==> src/rtl/write_arbiter_pkg.sv <==
//------------------------------------------------------------------------------
// write_arbiter_pkg : shared state encoding, default widths and helpers
// Revision: 1.0
//------------------------------------------------------------------------------
`default_nettype none

package write_arbiter_pkg;

   typedef enum logic [1:0] {
      ST_IDLE  = 2'd0,
      ST_GRANT = 2'd1,
      ST_XFER  = 2'd2,
      ST_DONE  = 2'd3
   } state_t;

   localparam int c_NUM_PORTS  = 16;
   localparam int c_DATA_WIDTH = 64;
   localparam int c_PRI_WIDTH  = 3;
   localparam int c_LEN_WIDTH  = 7;

   // A single-port build still needs a 1-bit index.
   function automatic int idx_width(input int n);
      return (n > 1) ? $clog2(n) : 1;
   endfunction

endpackage

`default_nettype wire

==> src/rtl/write_arbiter_if.sv <==
//------------------------------------------------------------------------------
// write_arbiter_if : requester/segment-writer bundle around the write arbiter
// Revision: 1.0
//------------------------------------------------------------------------------
`default_nettype none

interface write_arbiter_if #(
   parameter int NUM_PORTS  = write_arbiter_pkg::c_NUM_PORTS,
   parameter int DATA_WIDTH = write_arbiter_pkg::c_DATA_WIDTH,
   parameter int PRI_WIDTH  = write_arbiter_pkg::c_PRI_WIDTH,
   parameter int LEN_WIDTH  = write_arbiter_pkg::c_LEN_WIDTH
);
   import write_arbiter_pkg::*;

   localparam int IDX_W = idx_width(NUM_PORTS);

   logic [NUM_PORTS-1:0]            req;
   logic [NUM_PORTS*PRI_WIDTH-1:0]  req_pri;
   logic [NUM_PORTS-1:0]            port_valid;
   logic [NUM_PORTS*DATA_WIDTH-1:0] port_data;
   logic [NUM_PORTS-1:0]            port_eop;
   logic                            wr_busy;

   logic [NUM_PORTS-1:0]            port_ready;
   logic [NUM_PORTS-1:0]            grant;
   logic [IDX_W-1:0]                grant_idx;
   logic                            transfering;
   logic                            wr_valid;
   logic [DATA_WIDTH-1:0]           wr_data;
   logic                            wr_eop;
   logic [LEN_WIDTH-1:0]            pkt_beats;
   logic                            len_err;

   modport master (
      output req, req_pri, port_valid, port_data, port_eop, wr_busy,
      input  port_ready, grant, grant_idx, transfering,
             wr_valid, wr_data, wr_eop, pkt_beats, len_err
   );

   modport slave (
      input  req, req_pri, port_valid, port_data, port_eop, wr_busy,
      output port_ready, grant, grant_idx, transfering,
             wr_valid, wr_data, wr_eop, pkt_beats, len_err
   );

endinterface

`default_nettype wire

==> src/rtl/write_arbiter_rr_pri_select.sv <==
//------------------------------------------------------------------------------
// rr_pri_select : combinational highest-priority pick, ties resolved round-robin
// Revision: 1.0
//------------------------------------------------------------------------------
`default_nettype none

module rr_pri_select import write_arbiter_pkg::*; #(
   parameter int NUM_PORTS = c_NUM_PORTS,
   parameter int PRI_WIDTH = c_PRI_WIDTH,
   parameter int IDX_W     = idx_width(NUM_PORTS)
) (
   input  wire logic [NUM_PORTS-1:0]           req,
   input  wire logic [NUM_PORTS*PRI_WIDTH-1:0] req_pri,
   input  wire logic [IDX_W-1:0]               rr_ptr,
   output logic      [IDX_W-1:0]               winner,
   output logic                                valid
);

   logic [IDX_W:0]         w_sum;
   logic [IDX_W-1:0]       w_idx;
   logic [IDX_W-1:0]       w_winner;
   logic                   w_found;
   logic [PRI_WIDTH-1:0]   w_best_pri;

   // Scan starts at rr_ptr; strict '>' keeps the earliest port in scan order on ties.
   always_comb begin
      w_sum      = '0;
      w_idx      = '0;
      w_winner   = '0;
      w_found    = 1'b0;
      w_best_pri = '0;
      for (int off = 0; off < NUM_PORTS; off++) begin
         w_sum = {1'b0, rr_ptr} + (IDX_W+1)'(off);
         w_idx = (w_sum >= (IDX_W+1)'(NUM_PORTS)) ? IDX_W'(w_sum - (IDX_W+1)'(NUM_PORTS))
                                                  : IDX_W'(w_sum);
         if (req[w_idx] && (!w_found || (req_pri[w_idx*PRI_WIDTH +: PRI_WIDTH] > w_best_pri))) begin
            w_found    = 1'b1;
            w_winner   = w_idx;
            w_best_pri = req_pri[w_idx*PRI_WIDTH +: PRI_WIDTH];
         end
      end
   end

   assign winner = w_winner;
   assign valid  = w_found;

endmodule

`default_nettype wire

==> src/rtl/write_arbiter.sv <==
//------------------------------------------------------------------------------
// write_arbiter : N:1 packet arbiter feeding a single segment-writer beat stream
// Revision: 1.0
//------------------------------------------------------------------------------
`default_nettype none

module write_arbiter import write_arbiter_pkg::*; #(
   parameter int NUM_PORTS  = c_NUM_PORTS,
   parameter int DATA_WIDTH = c_DATA_WIDTH,
   parameter int PRI_WIDTH  = c_PRI_WIDTH,
   parameter int LEN_WIDTH  = c_LEN_WIDTH
) (
   input  wire logic       clk,
   input  wire logic       rst,
   write_arbiter_if.slave  bus
);

   localparam int                   IDX_W         = idx_width(NUM_PORTS);
   localparam logic [LEN_WIDTH-1:0] c_MAX_BEATS   = '1;
   localparam logic [IDX_W-1:0]     c_LAST_PORT   = IDX_W'(NUM_PORTS - 1);

   state_t                  r_state;
   logic [IDX_W-1:0]        r_rr_ptr;
   logic [IDX_W-1:0]        r_owner;
   logic [NUM_PORTS-1:0]    r_grant;
   logic                    r_transfering;
   logic                    r_wr_valid;
   logic [DATA_WIDTH-1:0]   r_wr_data;
   logic                    r_wr_eop;
   logic [LEN_WIDTH-1:0]    r_pkt_beats;
   logic                    r_len_err;

   logic [IDX_W-1:0]        w_winner;
   logic                    w_win_valid;
   logic                    w_sel_valid;
   logic [DATA_WIDTH-1:0]   w_sel_data;
   logic                    w_sel_eop;
   logic                    w_xfer_open;
   logic                    w_accept;
   logic                    w_last_slot;

   rr_pri_select #(
      .NUM_PORTS (NUM_PORTS),
      .PRI_WIDTH (PRI_WIDTH),
      .IDX_W     (IDX_W)
   ) u_select (
      .req     (bus.req),
      .req_pri (bus.req_pri),
      .rr_ptr  (r_rr_ptr),
      .winner  (w_winner),
      .valid   (w_win_valid)
   );

   always_comb begin
      w_sel_valid = bus.port_valid[r_owner];
      w_sel_data  = bus.port_data[r_owner*DATA_WIDTH +: DATA_WIDTH];
      w_sel_eop   = bus.port_eop[r_owner];
   end

   // wr_busy gates ready combinationally so a beat offered while busy rises is never taken.
   assign w_xfer_open = (r_state == ST_XFER) && !bus.wr_busy;
   assign w_accept    = w_xfer_open && w_sel_valid;
   assign w_last_slot = (r_pkt_beats + LEN_WIDTH'(1)) == c_MAX_BEATS;

   always_ff @(posedge clk or negedge rst) begin
      if (!rst) begin
         r_state       <= ST_IDLE;
         r_rr_ptr      <= '0;
         r_owner       <= '0;
         r_grant       <= '0;
         r_transfering <= 1'b0;
         r_wr_valid    <= 1'b0;
         r_wr_data     <= '0;
         r_wr_eop      <= 1'b0;
         r_pkt_beats   <= '0;
         r_len_err     <= 1'b0;
      end else begin
         r_wr_valid <= 1'b0;
         r_wr_eop   <= 1'b0;
         r_len_err  <= 1'b0;
         case (r_state)
            ST_IDLE: begin
               if (w_win_valid) begin
                  r_owner <= w_winner;
                  r_grant <= NUM_PORTS'(1) << w_winner;
                  r_state <= ST_GRANT;
               end
            end
            ST_GRANT: begin
               r_transfering <= 1'b1;
               r_state       <= ST_XFER;
            end
            ST_XFER: begin
               if (w_accept) begin
                  r_wr_valid  <= 1'b1;
                  r_wr_data   <= w_sel_data;
                  r_wr_eop    <= w_sel_eop || w_last_slot;
                  r_len_err   <= !w_sel_eop && w_last_slot;
                  r_pkt_beats <= r_pkt_beats + LEN_WIDTH'(1);
                  if (w_sel_eop || w_last_slot) begin
                     r_transfering <= 1'b0;
                     r_state       <= ST_DONE;
                  end
               end
            end
            ST_DONE: begin
               r_grant     <= '0;
               r_owner     <= '0;
               r_pkt_beats <= '0;
               r_rr_ptr    <= (r_owner == c_LAST_PORT) ? '0 : r_owner + IDX_W'(1);
               r_state     <= ST_IDLE;
            end
            default: r_state <= ST_IDLE;
         endcase
      end
   end

   assign bus.port_ready  = w_xfer_open ? r_grant : '0;
   assign bus.grant       = r_grant;
   assign bus.grant_idx   = r_owner;
   assign bus.transfering = r_transfering;
   assign bus.wr_valid    = r_wr_valid;
   assign bus.wr_data     = r_wr_data;
   assign bus.wr_eop      = r_wr_eop;
   assign bus.pkt_beats   = r_pkt_beats;
   assign bus.len_err     = r_len_err;

endmodule

`default_nettype wire

==> src/flat_wrapper.sv <==
// flat-port wrapper written by rule: the top's interface ports become plain ports
module write_arbiter_flat import write_arbiter_pkg::*;
#(
   parameter int NUM_PORTS  = c_NUM_PORTS,
   parameter int DATA_WIDTH = c_DATA_WIDTH,
   parameter int PRI_WIDTH  = c_PRI_WIDTH,
   parameter int LEN_WIDTH  = c_LEN_WIDTH
)
  (clk, rst, bus_req, bus_req_pri, bus_port_valid, bus_port_data, bus_port_eop, bus_wr_busy, bus_port_ready, bus_grant, bus_grant_idx, bus_transfering, bus_wr_valid, bus_wr_data, bus_wr_eop, bus_pkt_beats, bus_len_err);
  write_arbiter_if #(.NUM_PORTS(NUM_PORTS), .DATA_WIDTH(DATA_WIDTH), .PRI_WIDTH(PRI_WIDTH), .LEN_WIDTH(LEN_WIDTH)) bus_i ();
  input  wire logic clk;
  input  wire logic rst;
  input wire logic [$bits(bus_i.req)-1:0] bus_req;
  input wire logic [$bits(bus_i.req_pri)-1:0] bus_req_pri;
  input wire logic [$bits(bus_i.port_valid)-1:0] bus_port_valid;
  input wire logic [$bits(bus_i.port_data)-1:0] bus_port_data;
  input wire logic [$bits(bus_i.port_eop)-1:0] bus_port_eop;
  input wire logic [$bits(bus_i.wr_busy)-1:0] bus_wr_busy;
  output wire logic [$bits(bus_i.port_ready)-1:0] bus_port_ready;
  output wire logic [$bits(bus_i.grant)-1:0] bus_grant;
  output wire logic [$bits(bus_i.grant_idx)-1:0] bus_grant_idx;
  output wire logic [$bits(bus_i.transfering)-1:0] bus_transfering;
  output wire logic [$bits(bus_i.wr_valid)-1:0] bus_wr_valid;
  output wire logic [$bits(bus_i.wr_data)-1:0] bus_wr_data;
  output wire logic [$bits(bus_i.wr_eop)-1:0] bus_wr_eop;
  output wire logic [$bits(bus_i.pkt_beats)-1:0] bus_pkt_beats;
  output wire logic [$bits(bus_i.len_err)-1:0] bus_len_err;
  assign bus_i.req = bus_req;
  assign bus_i.req_pri = bus_req_pri;
  assign bus_i.port_valid = bus_port_valid;
  assign bus_i.port_data = bus_port_data;
  assign bus_i.port_eop = bus_port_eop;
  assign bus_i.wr_busy = bus_wr_busy;
  assign bus_port_ready = bus_i.port_ready;
  assign bus_grant = bus_i.grant;
  assign bus_grant_idx = bus_i.grant_idx;
  assign bus_transfering = bus_i.transfering;
  assign bus_wr_valid = bus_i.wr_valid;
  assign bus_wr_data = bus_i.wr_data;
  assign bus_wr_eop = bus_i.wr_eop;
  assign bus_pkt_beats = bus_i.pkt_beats;
  assign bus_len_err = bus_i.len_err;
  write_arbiter #(.NUM_PORTS(NUM_PORTS), .DATA_WIDTH(DATA_WIDTH), .PRI_WIDTH(PRI_WIDTH), .LEN_WIDTH(LEN_WIDTH)) u_core (.clk(clk), .rst(rst), .bus(bus_i));
endmodule
==> config.mk <==
export PLATFORM = sky130hd
export DESIGN_NAME = write_arbiter_flat
export DESIGN_NICKNAME = d
export VERILOG_FILES = /design/src/rtl/write_arbiter_pkg.sv /design/src/rtl/write_arbiter_if.sv /design/src/rtl/write_arbiter_rr_pri_select.sv /design/src/rtl/write_arbiter.sv /design/src/flat_wrapper.sv
export SDC_FILE = /design/constraint.sdc
export NUM_CORES = 1
export LEC_CHECK = 0
export ABC_AREA = 0
export CORE_AREA = 2 2 483 485
export DETAILED_ROUTE_END_ITERATION = 8
export DIE_AREA = 0 0 485 487
export SYNTH_ARGS = -nofsm -noshare
export SYNTH_HDL_FRONTEND = slang
export SYNTH_SLANG_ARGS = --single-unit
==> constraint.sdc <==
create_clock -name clk -period 37.6 [get_ports clk]
set_clock_uncertainty 0.15 [all_clocks]
set_input_delay 3.76 -clock clk [delete_from_list [all_inputs] [get_ports clk]]
set_output_delay 3.76 -clock clk [all_outputs]
set_load 0.005 [all_outputs]
# ---- After elaboration in Yosys (flattened, before gate mapping)
# Index checks and enable logic that the tools add are counted.
dict set report classes {
  n_reduce_logical 60
  n_eq_ne 8
  n_addsub 33
  bitwise_logic 0
  div 0
  shifts 18
  n_mul 16
  n_lt_le_gt_ge 48
  n_mux 120
}
# cell count
set op_table {}
lappend op_table {{$shiftx A1024 B11 Y64} 1}
lappend op_table {{$shiftx A48 B7 Y3} 16}
lappend op_table {{$mux W4} 34}
lappend op_table {{$mul A4 B2 Y6 const B} 16}
lappend op_table {{$lt A4 B5 Y1 const B} 17}
lappend op_table {{$ge A5 B5 Y1 const B} 15}
lappend op_table {{$bmux W1 S4} 18}
lappend op_table {{$sub A4 B1 Y4 const B} 16}
lappend op_table {{$gt A3 B3 Y1} 15}
lappend op_table {{$mux W3} 15}
lappend op_table {{$mux W1} 42}
lappend op_table {{$add A4 B4 Y5 const B} 8}
lappend op_table {{$mux W16} 2}
lappend op_table {{$pmux W16 S2} 1}
lappend op_table {{$add A4 B3 Y5 const B} 4}
lappend op_table {{$logic_and A1 B1 Y1} 18}
lappend op_table {{$logic_not A1 Y1} 17}
lappend op_table {{$logic_or A1 B1 Y1} 16}
lappend op_table {{$shl A1 B4 Y16 const A} 1}
lappend op_table {{$pmux W7 S2} 1}
lappend op_table {{$add A4 B2 Y5 const B} 2}
lappend op_table {{$pmux W2 S4} 1}
lappend op_table {{$pmux W4 S2} 1}
lappend op_table {{$add A7 B1 Y7 const B} 1}
lappend op_table {{16 further kinds} 25}
dict set report word_totals {
  mem_bits_ro 0
  regBits 101
  word_cells 313
  latchBits 0
  mem_count 0
  in_bits 1123
  mem_bits_rw 0
  output_inout_bits 111
}

# ---- Logic depth before layout (Yosys ltp)
# Gate-level depths: netlist (run 1).
dict set report depth {
  depth_word 68
  mapped_depth 146
  mapped_depth_nobuf 131
}

# ---- Modules after synthesis
# Synthesis (run 1) repeated with hierarchy kept, for this count alone.
dict set report unflattened {
  cells_unflattened 1464
  area_unflattened_um2 19012.0
}
# mod cells_each area_per_inst_um2 n_inst seq_area_each_um2
set modules_own_cells {}
lappend modules_own_cells {write_arbiter 737 12238.0 1 2527.4}
lappend modules_own_cells {rr_pri_select 727 6774.0 1 0.0}

# ---- Worst setup path after synthesis (run 1)
# OpenSTA, ideal clock, no wires.
dict set report synth_path {
  path_kind {input -> register}
  start {in bus_req[14]}
  end {reg u_core.r_grant[0] (netlist: u_core.bus.grant[0])}
  path_slack_ns 10.335
  required_ns 37.339
  path_stages 123
  arrival_time_ns 27.005
  cell_sequence {mux2i_1 -> mux4_2 -> or2_2 -> a221oi_1 -> inv_1 -> ha_1 -> o21a_1 -> o21ai_1 -> o21ai_0 -> nand3_1 -> and2_1 -> ha_1 -> nor2b_1 -> o21a_1 -> o21ai_1 -> a21o_1 -> a31oi_1 -> inv_1 -> (+87 left out) -> o21ba_2 -> ha_1 -> a21o_1 -> a21oi_1 -> a31oi_1 -> a32oi_2 -> nor2_1 -> a21o_1 -> ha_1 -> nor2b_1 -> o21a_1 -> o21ai_0 -> nor2_1 -> a221oi_1 -> o31a_1 -> o311ai_0 -> o211a_1 -> o41ai_1}
}
dict set report synth_between {
  elab_chain_cells 66
  word_cells_on_any_way 144
}
# element line
set synth_lines {}
lappend synth_lines {{from (decl)} flat_wrapper.sv:13} ;# input wire logic [$bits(bus_i.req)-1:0] bus_req;
lappend synth_lines {{$bmux W1 S4} write_arbiter_rr_pri_select.sv:36} ;# if (req[w_idx] && (!w_found || (req_pri[w_idx*PRI_WIDTH +: PRI_WIDTH] > w_best_pri))) begin
lappend synth_lines {{$mux W1 (not written as such)} write_arbiter_rr_pri_select.sv:36}
lappend synth_lines {{$mux W3 / $mux W1 (equally long branches)} write_arbiter_rr_pri_select.sv:36}
lappend synth_lines {{$gt A3 B3 Y1 / $logic_not A1 Y1 (equally long branches)} write_arbiter_rr_pri_select.sv:36}
lappend synth_lines {{$logic_or A1 B1 Y1} write_arbiter_rr_pri_select.sv:36}
lappend synth_lines {{$logic_and A1 B1 Y1} write_arbiter_rr_pri_select.sv:36}
lappend synth_lines {{$mux W3 / $mux W1 (equally long branches)} write_arbiter_rr_pri_select.sv:36}
lappend synth_lines {{$gt A3 B3 Y1 / $logic_not A1 Y1 (equally long branches)} write_arbiter_rr_pri_select.sv:36}
lappend synth_lines {{(+50 left out)} --}
lappend synth_lines {{$mux W3 / $mux W1 (equally long branches)} write_arbiter_rr_pri_select.sv:36}
lappend synth_lines {{$gt A3 B3 Y1 / $logic_not A1 Y1 (equally long branches)} write_arbiter_rr_pri_select.sv:36}
lappend synth_lines {{$logic_or A1 B1 Y1} write_arbiter_rr_pri_select.sv:36}
lappend synth_lines {{$logic_and A1 B1 Y1} write_arbiter_rr_pri_select.sv:36}
lappend synth_lines {{$mux W4} write_arbiter_rr_pri_select.sv:36}
lappend synth_lines {{$shl A1 B4 Y16} write_arbiter.sv:85} ;# r_grant <= NUM_PORTS'(1) << w_winner;
lappend synth_lines {{$mux W16} write_arbiter.sv:83} ;# if (w_win_valid) begin
lappend synth_lines {{$pmux W16 S2} write_arbiter.sv:81} ;# case (r_state)
lappend synth_lines {{to (signal assigned)} write_arbiter.sv:85}
lappend synth_lines {{to (decl)} write_arbiter.sv:25} ;# logic [NUM_PORTS-1:0] r_grant;
# Parallel ways exist; a longest one is shown, timed or not. The select of a mux whose other input is x is not followed.
# A chain may end at the register's enable or synchronous reset.

# ---- Final worst setup path (run 1)
dict set report layout_path {
  start {in bus_req[13]}
  end {reg u_core.r_grant[3] (netlist: u_core.bus.grant[3])}
}
# Same word-level chain as after synthesis.

==> results of run 1 <==
Yosys cell counts (all sizes together) (4+ instances only):
library cell	count	area, sq um
o22ai	4	25.02
nor2b	17	106.4
o41ai	19	245.2
and2	27	168.9
a31oi	19	118.9
clkbuf	77	289.0
dfrtp	101	2527
nand2b	4	25.02
o21a	14	105.1
a21oi	43	219.0
xor2	7	61.31
a221oi	6	52.55
a21boi	4	30.02
a211oi	12	90.09
o31ai	10	75.07
a22o	4	35.03
a21o	11	82.58
nand2	103	394.1
and4	4	35.03
o21ai	68	340.3
o211ai	10	80.07
ha	58	725.7
o2111ai	4	52.56
nor3	15	75.07
a32oi	4	42.55
mux2i	86	860.8
mux2	108	1224
nand3	29	145.1
or2	11	68.82
nor2	101	379.1
o31a	6	52.55
inv	45	168.9
xnor2	14	156.4
mux4	395	8896
o221ai	4	35.03
buf	68	330.3
worst max-delay path by stage:
stage                            from  slack [ns]              endpoint  depth (start not counted)
after global placement     bus_req[9]        5.46  u_core.bus.grant[13]                        124
after floorplan           bus_req[14]       10.33   u_core.bus.grant[0]                        123
after global routing       bus_req[8]        2.47   u_core.bus.grant[8]                        124
final                     bus_req[13]        4.82   u_core.bus.grant[3]                        123
after CTS                 bus_req[13]        5.25   u_core.bus.grant[3]                        123
after detailed placement  bus_req[13]        4.91   u_core.bus.grant[1]                        123
critical path: cells and delay by family:
family / cells / cell delay [ns]
and+or+nand+nor: 31 / 5.85
AOI/OAI and AO/OA: 66 / 16.41
muxes: 4 / 1.48
buffers and inverters: 7 / 1.13
adders and majority gates: 15 / 4.23
flip-flops by register name (all words and copies together) (netlist names):
name and count:
u_core.r_state 2, u_core.bus.pkt_beats 7, u_core.bus.wr_valid 1, u_core.bus.transfering 1
u_core.bus.wr_eop 1, u_core.bus.grant_idx 4, u_core.bus.grant 16, u_core.bus.len_err 1
u_core.bus.wr_data 64, u_core.r_rr_ptr 4
through the flow:
step / instance area (sq um) / setup WS [ns] / cells / utilization / hold slack (ns)
3_5_place_dp: 34770 / 4.908 / 5741 / 0.1502 / 0.3431
4_1_cts: 35080 / 5.249 / 5757 / 0.1516 / 0.3619
3_3_place_gp: 34770 / 5.457 / 5741 / 0.1502 / 0.3418
2_1_floorplan: 18800 / 10.33 / 1565 / - / 0.3311
6_report: 35280 / 4.816 / 5836 / 0.1524 / 0.3594
5_1_grt: 35220 / 2.474 / 5815 / 0.1522 / 0.3806
layout make-up:
| cell class | instances | area, sq um |
|---|---|---|
| antenna | 79 | 197.7 |
| clock buffer | 9 | 225.2 |
| clock inverter | 7 | 86.33 |
| fill | 25820 | 196200 |
| inverter | 46 | 172.7 |
| multi-input combinational | 1273 | 15520 |
| sequential | 101 | 2547 |
| tap | 3043 | 3807 |
| timing repair buffer | 1278 | 12720 |
layer usage:
metal / vias to the layer above / global-route usage / wire, um
li1: 8916 / - / -
met1: 11120 / 0.1957 / 80110
met2: 1471 / 0.3213 / 112200
met3: 362 / 0.05787 / 18440
met4: 58 / 0.08238 / 11770
met5: - / 0 / 378
kinds of logic (layout without fill, tap and decap cells):
kind of cell,after synthesis,count (layout)
and+or+nand+nor,326,326
other,0,79
muxes,589,589
xor gates and xnor gates,21,21
AOI/OAI and AO/OA,279,279
buffers and inverters,191,1340
DFF,101,101
adders and majority gates,58,58
layout by cell type (no fill, tap or decap), types with 11 or more instances in the layout:
cell type,count
a21o_1,11
clkdlybuf4s50_1,1232
mux4_2,395
dfrtp_1,95
mux2i_1,86
buf_4,42
ha_1,57
a21oi_1,42
nor2_1,101
a211oi_1,12
nand3_1,29
o21a_1,14
diode_2,79
o21ai_0,65
and2_1,27
nor2b_1,17
nand2_1,99
mux2_2,106
a31oi_1,19
nor3_1,15
inv_1,44
==> summary.txt, run 1 <==
Drt
  – DR DRC count: 0
  – Drt via density: approximately 3.8
  – Pre-antenna DRT Iters: 7
  – WL per Instance: 38.19 um
  – Final WL: 222900 um
  – Initial DRC count: 1923
  – Routed Antenna Nets: 0
  – Vias post-DR: around 22000

Worst setup path
  – CP max stage delay: 0.69 ns
  – Worst-path fanout max: 13
  – Worst path slowest cell: nor2b_1
  – CP Capture Type: flip-flop
  – Critical Path Start Type: primary input
  – R2r startpoint: u_core.r_rr_ptr[0]
  – R2R cell count: 120
  – Critical Setup Path Class: in -> reg
  – FF-to-FF End: u_core.bus.grant[3]
  – WP data arrival: approximately 33 ns
  – FF-to-FF setup slack: between 6 and 7 ns
  – Critical Path RT: ~38 ns

Synthesis
  – Mean post-synth cell area: ~12 sq um
  – Largest family of logic cells by synthesized area: multiplexers
  – Seq cells post-synth: approximately 100
  – Mapped Cells: 1565
  – Post-synth EDFFs: 0
  – Synth Area in XOR/XNOR: 0.01158
  – Yosys warns: 0
  – Mux contribution to synthesized area: 0.5841
  – Post-synth top flop: dfrtp_1
  – Post-synthesis cell type count: around 90
  – Synth Area in Compound Gates: 0.1080
  – Post-synth ARST share: 1.000
  – Area share of fa/ha/maj cells after synthesis: 0.03860
  – Synthesized cell area: ~0.019 sq mm
  – Simple-gate share of the synthesized area: 0.08119
  – Seq/Total Area, Yosys: 0.1344
  – Synth Net Count: approximately 2700

Floorplan
  – I/O pins: roughly 1200
  – Die H: just under 500 um
  – Starting Density: 0.08124
  – Site Rows: around 180
  – Die Area: between 0.2 and 0.25 sq mm
  – Die width: between 400 and 500 um
  – Core area: between 0.2 and 0.25 sq mm

Min path
  – Hold path depth: 1
  – Hold path start: u_core.bus.wr_data[46]
  – Hold endpoint: u_core.bus.wr_data[46]
  – Hold Crit Class: reg -> reg

Clock tree
  – CTS H-tree depth: 3
  – Clk Latency, worst-skew pair: a little over 0.4 ns
  – CTS clk-pin slew, worst paths: around 0.1 ns
  – CTS root buf: clkbuf_16
  – Clock Path Buffers: 2
  – Clk sinks: 101
  – Num CTS Buffers: 9
  – CTS-repair resized insts: 0
  – Post-CTS setup buffers: 0
  – CTS Hold Bufs: 0
  – CTS tree: yes

STA
  – Final Hold Viols: 0
  – Final period utilization: 0.8719
  – Max frequency: 30.50 MHz
  – Max-slew violations: 0
  – Worst Tran Pin Value: 1.084 ns
  – RSZ-0062 raised after global routing: false
  – Finish-stage setup viols: 0
  – Normalized max-slew margin: 0.2768
  – Period minus WS final: between 30 and 40 ns
  – Setup TNS: 0 ns

Status
  – Status: finished, final reports clean

Placed design
  – Final Wtd Congestion: around 1
  – Port bufs: 1233
  – HPWL after DPL: around 200000 um

Layout
  – Layout cell share with drive strength beyond 1: 0.2273
  – Layout Nets: a little under 4000
  – Area Growth Syn to Fin: 87.63%

GRT
  – First-pass GRT wire length: ~270000 um
  – Pin count of the biggest net entering global routing: 116
  – Grt total ovfl: 0
  – Antenna violations before repair: 158
  – All-layer global routing usage: 0.1813
  – Vias in the first global route: 21820

Flow run
  – Max-cap viol count: 0
Power of run 1 is left out: the tool's default activity adds up to more than one toggle a clock period on the data nets, which glitch-free logic cannot reach.
==> run 2, diff against run 1 <==
--- a/config.mk
+++ b/config.mk
@@ -6,9 +6,11 @@
 export NUM_CORES = 1
 export LEC_CHECK = 0
 export ABC_AREA = 0
+export ABC_CLOCK_PERIOD_IN_PS = 37600
 export CORE_AREA = 2 2 483 485
 export DETAILED_ROUTE_END_ITERATION = 8
 export DIE_AREA = 0 0 485 487
+export SLEW_MARGIN = 20
 export SYNTH_ARGS = -nofsm -noshare
 export SYNTH_HDL_FRONTEND = slang
 export SYNTH_SLANG_ARGS = --single-unit
==> results of run 2 <==
No change in the layout: final DEF, timing and power equal those of run 1.
Power of run 2 is left out for the same reason.
